===== src/rtl/grf_wb_pkg.sv =====
// rtl/grf_wb_pkg.sv - shared types and constants for the register file writeback front end
package grf_wb_pkg;

    localparam int NREGS = 32;
    localparam logic [4:0] REG_ZERO = 5'd0;

    typedef struct packed {
        logic [4:0]  wa;
        logic [31:0] wd;
        logic [31:0] pc;
    } wb_req_t;

    localparam int REQ_W = $bits(wb_req_t);

endpackage


===== src/rtl/wb_fifo.sv =====
// rtl/wb_fifo.sv - circular request buffer with per-entry valid/address taps for pending checks
module wb_fifo
    import grf_wb_pkg::*;
#(
    parameter int DEPTH = 4,
    parameter int AW    = $clog2(DEPTH)
) (
    input  logic                         clk,
    input  logic                         Reset,
    input  logic                         push,
    input  logic [REQ_W-1:0]             push_data,
    input  logic                         pop,
    output logic [REQ_W-1:0]             head_data,
    output logic                         full,
    output logic                         empty,
    output logic [AW:0]                  count,
    output logic [DEPTH-1:0]             ent_valid,
    output logic [DEPTH*$clog2(NREGS)-1:0] ent_wa
);
    localparam int RW = $clog2(NREGS);

    wb_req_t       mem_q [DEPTH];
    wb_req_t       mem_d [DEPTH];
    logic [AW-1:0] wr_ptr_q, wr_ptr_d;
    logic [AW-1:0] rd_ptr_q, rd_ptr_d;
    logic [AW:0]   count_q, count_d;
    logic [AW-1:0] off;
    logic          do_push, do_pop;

    assign full      = (count_q == (AW+1)'(DEPTH));
    assign empty     = (count_q == '0);
    assign count     = count_q;
    assign head_data = mem_q[rd_ptr_q];
    assign do_push   = push && !full;
    assign do_pop    = pop && !empty;

    always_comb begin
        mem_d    = mem_q;
        wr_ptr_d = wr_ptr_q;
        rd_ptr_d = rd_ptr_q;
        count_d  = count_q;
        if (do_push) begin
            mem_d[wr_ptr_q] = wb_req_t'(push_data);
            wr_ptr_d        = wr_ptr_q + AW'(1);
        end
        if (do_pop) begin
            rd_ptr_d = rd_ptr_q + AW'(1);
        end
        case ({do_push, do_pop})
            2'b10:   count_d = count_q + (AW+1)'(1);
            2'b01:   count_d = count_q - (AW+1)'(1);
            default: count_d = count_q;
        endcase
    end

    // An entry is live when its distance from the read pointer is below the occupancy.
    always_comb begin
        off       = '0;
        ent_valid = '0;
        ent_wa    = '0;
        for (int i = 0; i < DEPTH; i++) begin
            off          = AW'(i) - rd_ptr_q;
            ent_valid[i] = ({1'b0, off} < count_q);
            ent_wa[i*RW +: RW] = mem_q[i].wa;
        end
    end

    always_ff @(posedge clk) begin
        if (Reset) begin
            wr_ptr_q <= '0;
            rd_ptr_q <= '0;
            count_q  <= '0;
        end else begin
            wr_ptr_q <= wr_ptr_d;
            rd_ptr_q <= rd_ptr_d;
            count_q  <= count_d;
        end
    end

    always_ff @(posedge clk) begin
        mem_q <= mem_d;
    end

endmodule


===== src/rtl/grf_wb_arbiter.sv =====
// rtl/grf_wb_arbiter.sv - merges pipeline and aux writebacks onto one register file write port (WB_TRACE_EN enables a write log)
module grf_wb_arbiter
    import grf_wb_pkg::*;
#(
    parameter int DEPTH = 4,
    parameter int AW    = $clog2(DEPTH)
) (
    input  logic        clk,
    input  logic        Reset,
    input  logic        pipe_we,
    input  logic [4:0]  pipe_wa,
    input  logic [31:0] pipe_wd,
    input  logic [31:0] pipe_pc,
    input  logic        aux_valid,
    output logic        aux_ready,
    input  logic [4:0]  aux_wa,
    input  logic [31:0] aux_wd,
    input  logic [31:0] aux_pc,
    output logic        WE,
    output logic [4:0]  WA,
    output logic [31:0] WD,
    output logic [31:0] PC,
    input  logic [4:0]  qa1,
    input  logic [4:0]  qa2,
    output logic        pend1,
    output logic        pend2,
    output logic [AW:0] q_count
);
    wb_req_t             aux_req;
    wb_req_t             head_req;
    logic [REQ_W-1:0]    head_data;
    logic                fifo_full, fifo_empty;
    logic [DEPTH-1:0]    ent_valid;
    logic [DEPTH*5-1:0]  ent_wa;
    logic                pipe_sel, aux_push, fifo_pop;

    logic        we_q, we_d;
    logic [4:0]  wa_q, wa_d;
    logic [31:0] wd_q, wd_d;
    logic [31:0] pc_q, pc_d;

    assign aux_req   = '{wa: aux_wa, wd: aux_wd, pc: aux_pc};
    assign head_req  = wb_req_t'(head_data);
    // Readiness looks only at current occupancy: a pop on the same edge never frees a slot early.
    assign aux_ready = !Reset && !fifo_full;
    assign aux_push  = aux_valid && aux_ready && (aux_wa != REG_ZERO);
    assign pipe_sel  = pipe_we && (pipe_wa != REG_ZERO);
    assign fifo_pop  = !Reset && !pipe_sel && !fifo_empty;

    wb_fifo #(.DEPTH(DEPTH), .AW(AW)) u_fifo (
        .clk       (clk),
        .Reset     (Reset),
        .push      (aux_push),
        .push_data (aux_req),
        .pop       (fifo_pop),
        .head_data (head_data),
        .full      (fifo_full),
        .empty     (fifo_empty),
        .count     (q_count),
        .ent_valid (ent_valid),
        .ent_wa    (ent_wa)
    );

    always_comb begin
        we_d = 1'b0;
        wa_d = wa_q;
        wd_d = wd_q;
        pc_d = pc_q;
        if (pipe_sel) begin
            we_d = 1'b1;
            wa_d = pipe_wa;
            wd_d = pipe_wd;
            pc_d = pipe_pc;
        end else if (!fifo_empty) begin
            we_d = 1'b1;
            wa_d = head_req.wa;
            wd_d = head_req.wd;
            pc_d = head_req.pc;
        end
    end

    always_ff @(posedge clk) begin
        if (Reset) begin
            we_q <= 1'b0;
            wa_q <= '0;
            wd_q <= '0;
            pc_q <= '0;
        end else begin
            we_q <= we_d;
            wa_q <= wa_d;
            wd_q <= wd_d;
            pc_q <= pc_d;
        end
    end

    assign WE = we_q;
    assign WA = wa_q;
    assign WD = wd_q;
    assign PC = pc_q;

    // The in-flight pipe request is deliberately excluded; decode forwards from WB directly.
    always_comb begin
        pend1 = we_q && (wa_q == qa1);
        pend2 = we_q && (wa_q == qa2);
        for (int i = 0; i < DEPTH; i++) begin
            if (ent_valid[i] && (ent_wa[i*5 +: 5] == qa1)) pend1 = 1'b1;
            if (ent_valid[i] && (ent_wa[i*5 +: 5] == qa2)) pend2 = 1'b1;
        end
        if (qa1 == REG_ZERO) pend1 = 1'b0;
        if (qa2 == REG_ZERO) pend2 = 1'b0;
    end

`ifdef WB_TRACE_EN
    always_ff @(posedge clk) begin
        if (we_q) begin
            $display("%d@%h: $%d <= %h", $time, pc_q, wa_q, wd_q);
        end
    end
`else
`endif

endmodule


===== config.mk =====
export PLATFORM = sky130hd
export DESIGN_NAME = grf_wb_arbiter
export DESIGN_NICKNAME = d
export VERILOG_FILES = /design/src/rtl/grf_wb_pkg.sv /design/src/rtl/wb_fifo.sv /design/src/rtl/grf_wb_arbiter.sv
export SDC_FILE = /design/constraint.sdc
export NUM_CORES = 1
export LEC_CHECK = 0
export CORE_MARGIN = 3
export CORE_UTILIZATION = 33
export CTS_BUF_LIST = sky130_fd_sc_hd__clkbuf_16
export CTS_CLUSTER_SIZE = 12
export DETAILED_ROUTE_END_ITERATION = 10
export SETUP_SLACK_MARGIN = 0.15
export SLEW_MARGIN = 15
export SYNTH_ARGS = -nofsm -noshare
export SYNTH_HDL_FRONTEND = slang
export SYNTH_SLANG_ARGS = --single-unit

===== constraint.sdc =====
create_clock -name clk -period 6.73 [get_ports clk]
set_input_delay 1.6825 -clock clk [delete_from_list [all_inputs] [get_ports clk]]
set_output_delay 1.6825 -clock clk [all_outputs]
set_load 0.01 [all_outputs]

After elaboration in Yosys (flattened, before gate mapping). Cells that the tools add are included.

Register bits: 353. Bits in latches: 0. Memory bits (writable): 0. Memory bits (read-only): 0. Output and inout port bits: 76. Logic and storage cells: 104. Memories kept: 0.

Add/sub/neg operators: 8. $mul: 0. Div/mod/pow operators: 0. Magnitude comparators: 7. Equality and inequality tests: 14. Shift operators: 0. Muxes and demuxes: 25. Bitwise gates (word level): 2. Reductions and logical operators: 29.

Operators by type and width (count): $bwmux 276 (1); $mux 69 (3); $bmux 69 s2 (1); $demux 69 s2 (1); $mux 32 (4); $eq 5x5->1 (10); $logic_and 1x1->1 (19); $lt 2x3->1 (4); $mux 1 (12); $logic_not 5->1 (2); $mux 5 (2); $reduce_bool 5->1 (2); $ge 3x3->1 const B (2); $not 2->3 (2); $pmux 3 s2 (1); $add 2x1->2 const B (2); $logic_not 1->1 (4); $sub 1x2->2 const A (2); $sub 2x2->2 const A (2); $add 3x1->3 const B (1); $eq 3x3->1 const B (1); $logic_not 3->1 (1); $lt 3x1->1 const B (1); $sub 3x1->3 const B (1); other kinds (4) (4).

Longest topological paths before layout.
Depth after elaboration: 8. Mapped depth: 11.

By module. From an unflattened synthesis, not the netlist that was laid out.

Cells, all modules: 854. Area, all modules: 14456.4 um2.

By module, submodules not included: wb_fifo (times used 1, cells each 449, area each 10639.0 um2); grf_wb_arbiter (times used 1, cells each 405, area each 3817.4 um2).

Worst setup path after synthesis. No wires, ideal clock.

Kind: input port to flip-flop. Start: input Reset. End: register u_fifo.mem_q, in the netlist u_fifo.ent_wa[0], enable pin. Data arrival time: 4110 ps. Data required time: 6295 ps. Setup slack: 2185 ps. Stages: 4. Path buffers: 1. Cell sequence: clkbuf_1 > a31oi_1 > o311a_1 > and2_1.

Word-level cells in the longest chain between the ends: 5.

RTL lines: from (decl) (RTL line grf_wb_arbiter.sv:9) `input logic Reset,`; $logic_not 1->1 (RTL line grf_wb_arbiter.sv:45) `assign aux_ready = !Reset && !fifo_full;`; $logic_and 1x1->1 (RTL line grf_wb_arbiter.sv:45); via aux_ready (RTL line grf_wb_arbiter.sv:15) `output logic aux_ready,`; $logic_and 1x1->1 (2 in a row) (RTL line grf_wb_arbiter.sv:46) `assign aux_push = aux_valid && aux_ready && (aux_wa != REG_ZERO);`; $logic_and 1x1->1 (RTL line wb_fifo.sv:34) `assign do_push = push && !full;`; to (signal assigned) (RTL line wb_fifo.sv:81) `mem_q <= mem_d;`; to (decl) (RTL line wb_fifo.sv:22) `wb_req_t mem_q [DEPTH];`.

The timed path passes the listed nets, and every way through them passes these cells. A chain may end at the register's enable or synchronous reset.

Worst setup path after layout.
Start: input qa1[3]. End: output pend1.

Word-level cells in the longest chain between the ends: 7. Elaborated cells between the ends (all ways): 16. Classes of those cells: eq/ne (5); mux (5); reduce/logical (6).

RTL lines: from (decl) (RTL line grf_wb_arbiter.sv:23) `input logic [4:0] qa1,`; $eq 5x5->1 (on tied branches) (RTL line grf_wb_arbiter.sv:103, grf_wb_arbiter.sv:106); $logic_and 1x1->1 (on tied branches) (RTL line grf_wb_arbiter.sv:103, grf_wb_arbiter.sv:106); $mux 1 (4 in a row) (RTL line grf_wb_arbiter.sv:106) `if (ent_valid[i] && (ent_wa[i*5 +: 5] == qa1)) pend1 = 1'b1;`; $mux 1 * (RTL line grf_wb_arbiter.sv:109) `if (qa1 == REG_ZERO) pend1 = 1'b0;`; to (decl) (RTL line grf_wb_arbiter.sv:25) `output logic pend1,`.

Mark *: on every way between the ends. The rest lies on a longest branch, timed or not.

==> results.sh <==
export IMPL_status="complete, no violations"
export IMPL_grt_usage=0.152
export IMPL_synth_seq_cells=353
export IMPL_crit_family="buffers and inverters"
export IMPL_rsz0062_at_grt="false"
export IMPL_drive_above_1_share=0.126
export IMPL_dieWidth_um=213
export IMPL_start_util=0.335
export IMPL_synth_simple_area_share=0.0719
export IMPL_max_slew_margin=0.329
export IMPL_floorplan_rows=75
export IMPL_path_cells="clkdlybuf4s50_1, xor2_1, nor4_1, nand3_1, nand4_1, o22a_1, clkdlybuf4s50_1"
export IMPL_timing_hold_ws_ns=0.476
export IMPL_insertion_delay_ns=0.54
export IMPL_nFillCells=3825
export IMPL_grt_max_degree=72
export IMPL_switching_share=0.246
export IMPL_finalSetupViolations=0
export IMPL_vias=8302
export IMPL_synth_top_family_by_area="multiplexers"
export IMPL_synthAdderAreaFrac=0.00941
export IMPL_r2r_cells=5
export IMPL_cp_arrival_ns=3.67
export IMPL_r2r_start="u_fifo.count[0]"
export IMPL_pin_count=228
export IMPL_die_area_um2=45200
export IMPL_slowest_delay_ns=0.59
export IMPL_yosys_area_share_xor_xnor=0.0348
export IMPL_power_density_nw_per_um2=291
export IMPL_vias_per_cell=4.92
export IMPL_hp_class="reg2reg"
export IMPL_clockRootBuffer="clkbuf_16"
export IMPL_worstSetupPathType="in2out"
export IMPL_antenna_found_initial=3
export IMPL_cts_buffers=40
export IMPL_synth_area_mux_share=0.111
export IMPL_clk_pin_slew_ns=0.06
export IMPL_worst_r2r_endpoint="u_fifo.mem_q[125]"
export IMPL_grt_overflow_total=0
export IMPL_routed_wirelength_um=34100
export IMPL_core_um2=42000
export IMPL_grt_pass1_vias=8909
export IMPL_tritoncts="yes"
export IMPL_grt_pass1_wl_um=52900
export IMPL_area_growth_pct=28.2
export IMPL_synth_compound_area_frac=0.0521
export IMPL_nNetsFinal=1279
export IMPL_path_buf_inv=2
export IMPL_end_kind="output pin"
export IMPL_clk_path_buf_depth=3
export IMPL_syn_nets=1065
export IMPL_cts_hold_buf=0
export IMPL_die_h_um=213
export IMPL_syn_area_um2=14100
export IMPL_cts_sinks=353
export IMPL_synth_area_per_cell_um2=15.6
export IMPL_synthCells=903
export IMPL_period_share=0.796
export IMPL_min_path_cells=2
export IMPL_drtAntennaViolNets=0
export IMPL_ys_flop_type="edfxtp_1"
export IMPL_skew_ns=0.0197
export IMPL_io_buffers=227
export IMPL_route_detailed_drc=0
export IMPL_cts_setup_buffers=0
export IMPL_yosysSeqAreaShare=0.697
export IMPL_internal_power_mw=3.96
export IMPL_ir_drop_mv=0.133
export IMPL_cts_htree_levels=2
export IMPL_async_flop_share=0
export IMPL_seqPwrFrac=0.480
export IMPL_leakagePower_nw=5.90
export IMPL_hold_viol=0
export IMPL_cpMostUsedCell="clkdlybuf4s50_1"
export IMPL_regToRegSetupSlack_ns=3.64
export IMPL_p_sw_mw=1.29
export IMPL_wire_per_inst_um=20.2
export IMPL_synth_edff_count=276
export IMPL_cts_resized=0
export IMPL_crit_path_top_delay_cell="clkdlybuf4s50_1"
export IMPL_hpwl_um=21000
export IMPL_yosysUniqueCellTypes=35
export IMPL_fin_tns_setup_ns=0
export IMPL_dr_pass1_iters=5
export IMPL_worst_pin_slew_ns=1.01
export IMPL_hold_start="WD[30]"
export IMPL_drv_slew=0
export IMPL_holdPathEnd="WD[30]"
export IMPL_drv_cap=0
export IMPL_p_clk_frac=0.382
export IMPL_power_share_combinational=0.138
export IMPL_fin_crit_ns=5.36
export IMPL_drt_iter0_drc=507
export IMPL_ys_warn_count=0
export IMPL_crit_fanout=6
export IMPL_fmax_ghz=0.187
export IMPL_crit_required_ns=5.05
export IMPL_critPathLaunchType="input port"
export IMPL_gp_congestion=0.778
## synth_stat cells (5+ instances only)
| master | n | area share |
|---|---|---|
| a21oi_1 | 6 | 0.0021 |
| a311oi_1 | 69 | 0.043 |
| buf_2 | 14 | 0.0050 |
| buf_4 | 5 | 0.0027 |
| clkbuf_1 | 45 | 0.012 |
| dfxtp_1 | 77 | 0.11 |
| edfxtp_1 | 276 | 0.59 |
| ha_1 | 9 | 0.0080 |
| inv_1 | 8 | 0.0021 |
| mux4_2 | 69 | 0.11 |
| nand2_1 | 139 | 0.037 |
| nand3_1 | 5 | 0.0018 |
| nor2_1 | 81 | 0.022 |
| nor3_1 | 6 | 0.0021 |
| xnor2_1 | 13 | 0.0081 |
| xor2_1 | 43 | 0.027 |
## state kept, by name (all words and copies together), names as in the netlist, 2 cells and up
register	cells
PC	32
WA	5
WD	32
u_fifo.count	3
u_fifo.ent_wa	20
u_fifo.mem_q	256
u_fifo.rd_ptr_q	2
u_fifo.wr_ptr_q	2
## power by group through the flow
stage               registers (mW)  clock network, mW  logic, mW
floorplan                     2.55                  0      0.408
global placement              2.57                  0      0.733
detailed placement            2.57                  0      0.741
CTS                           2.52               2.08      0.744
global route                  2.53               2.18      0.795
finish                        2.52               2.01      0.725
## worst min-delay path, stage by stage (launching register included)
cell and delay, ns:
dfxtp_1 0.30, nand2_1 0.05, a311oi_1 0.07
## cells in the final DEF (no fill, tap or decap), types with 2 or more instances in the layout
cell type        count
ha_1                 9
clkinv_1             5
bufinv_16            2
clkbuf_16           40
nand2_1            139
inv_6                2
edfxtp_1           276
mux4_2              69
nor3_1               6
dfxtp_1             75
xor2_1              43
nor2_1              81
clkinv_2             6
nand3_1              5
xnor2_1             13
and2_4               4
nand4_1              4
o211ai_1             4
clkdlybuf4s50_1    226
a311oi_1            69
dfxtp_4              2
or3_1                2
o21bai_1             2
inv_1               22
o22a_1               2
a21oi_1              6
or4_1                3
buf_4               13
nor4_1               4
## per-stage QoR
| stage | util | total power, mW | area (um2) | setup slack (ns) | std cells |
|---|---|---|---|---|---|
| detailed placement | 0.401 | 3.31 | 16900 | 1.37 | 1614 |
| global placement | 0.401 | 3.30 | 16900 | 1.36 | 1614 |
| finish | 0.430 | 5.25 | 18100 | 1.37 | 1687 |
| global route | 0.430 | 5.51 | 18100 | 1.28 | 1686 |
| CTS | 0.430 | 5.35 | 18100 | 1.37 | 1686 |
| floorplan | - | 2.96 | 14100 | 2.19 | 903 |
## cell type report
class / count / area [um2] / area share
Sequential cell: 353 / 9840 / 0.544
Multi-Input combinational cell: 475 / 3960 / 0.219
Timing Repair Buffer: 239 / 2360 / 0.131
Clock buffer: 40 / 1000 / 0.0554
Tap cell: 539 / 674 / 0.0373
Clock inverter: 32 / 211 / 0.0117
Inverter: 8 / 30.0 / 0.00166
Antenna cell: 1 / 2.50 / 0.000138
## worst max path at each step
stage | start | end | slack, ns | cells past startpoint
after global routing | qa1[0] | pend1 | 1.28 | 7
final | qa1[3] | pend1 | 1.37 | 7
after detailed placement | qa1[0] | pend1 | 1.37 | 7
after global placement | qa1[0] | pend1 | 1.36 | 7
after CTS | qa1[0] | pend1 | 1.37 | 7
after floorplan | Reset | u_fifo.ent_wa[0] | 2.19 | 4
## cell families after synthesis
family	count (synthesis)
AO/OA/AOI/OAI	88
buffers and inverters	75
AND/OR/NAND/NOR	251
adder cells (fa/ha/maj)	10
XOR/XNOR	56
flip-flops	353
multiplexers	70
## metal layers
metal,vias to the layer above,global-route usage,wire [um]
met5,-,0,23
met4,4,0.0459,731
met3,53,0.0348,1810
met2,210,0.247,16400
met1,4150,0.205,15100
li1,3885,-,-
(Power assumes the default switching activity.)
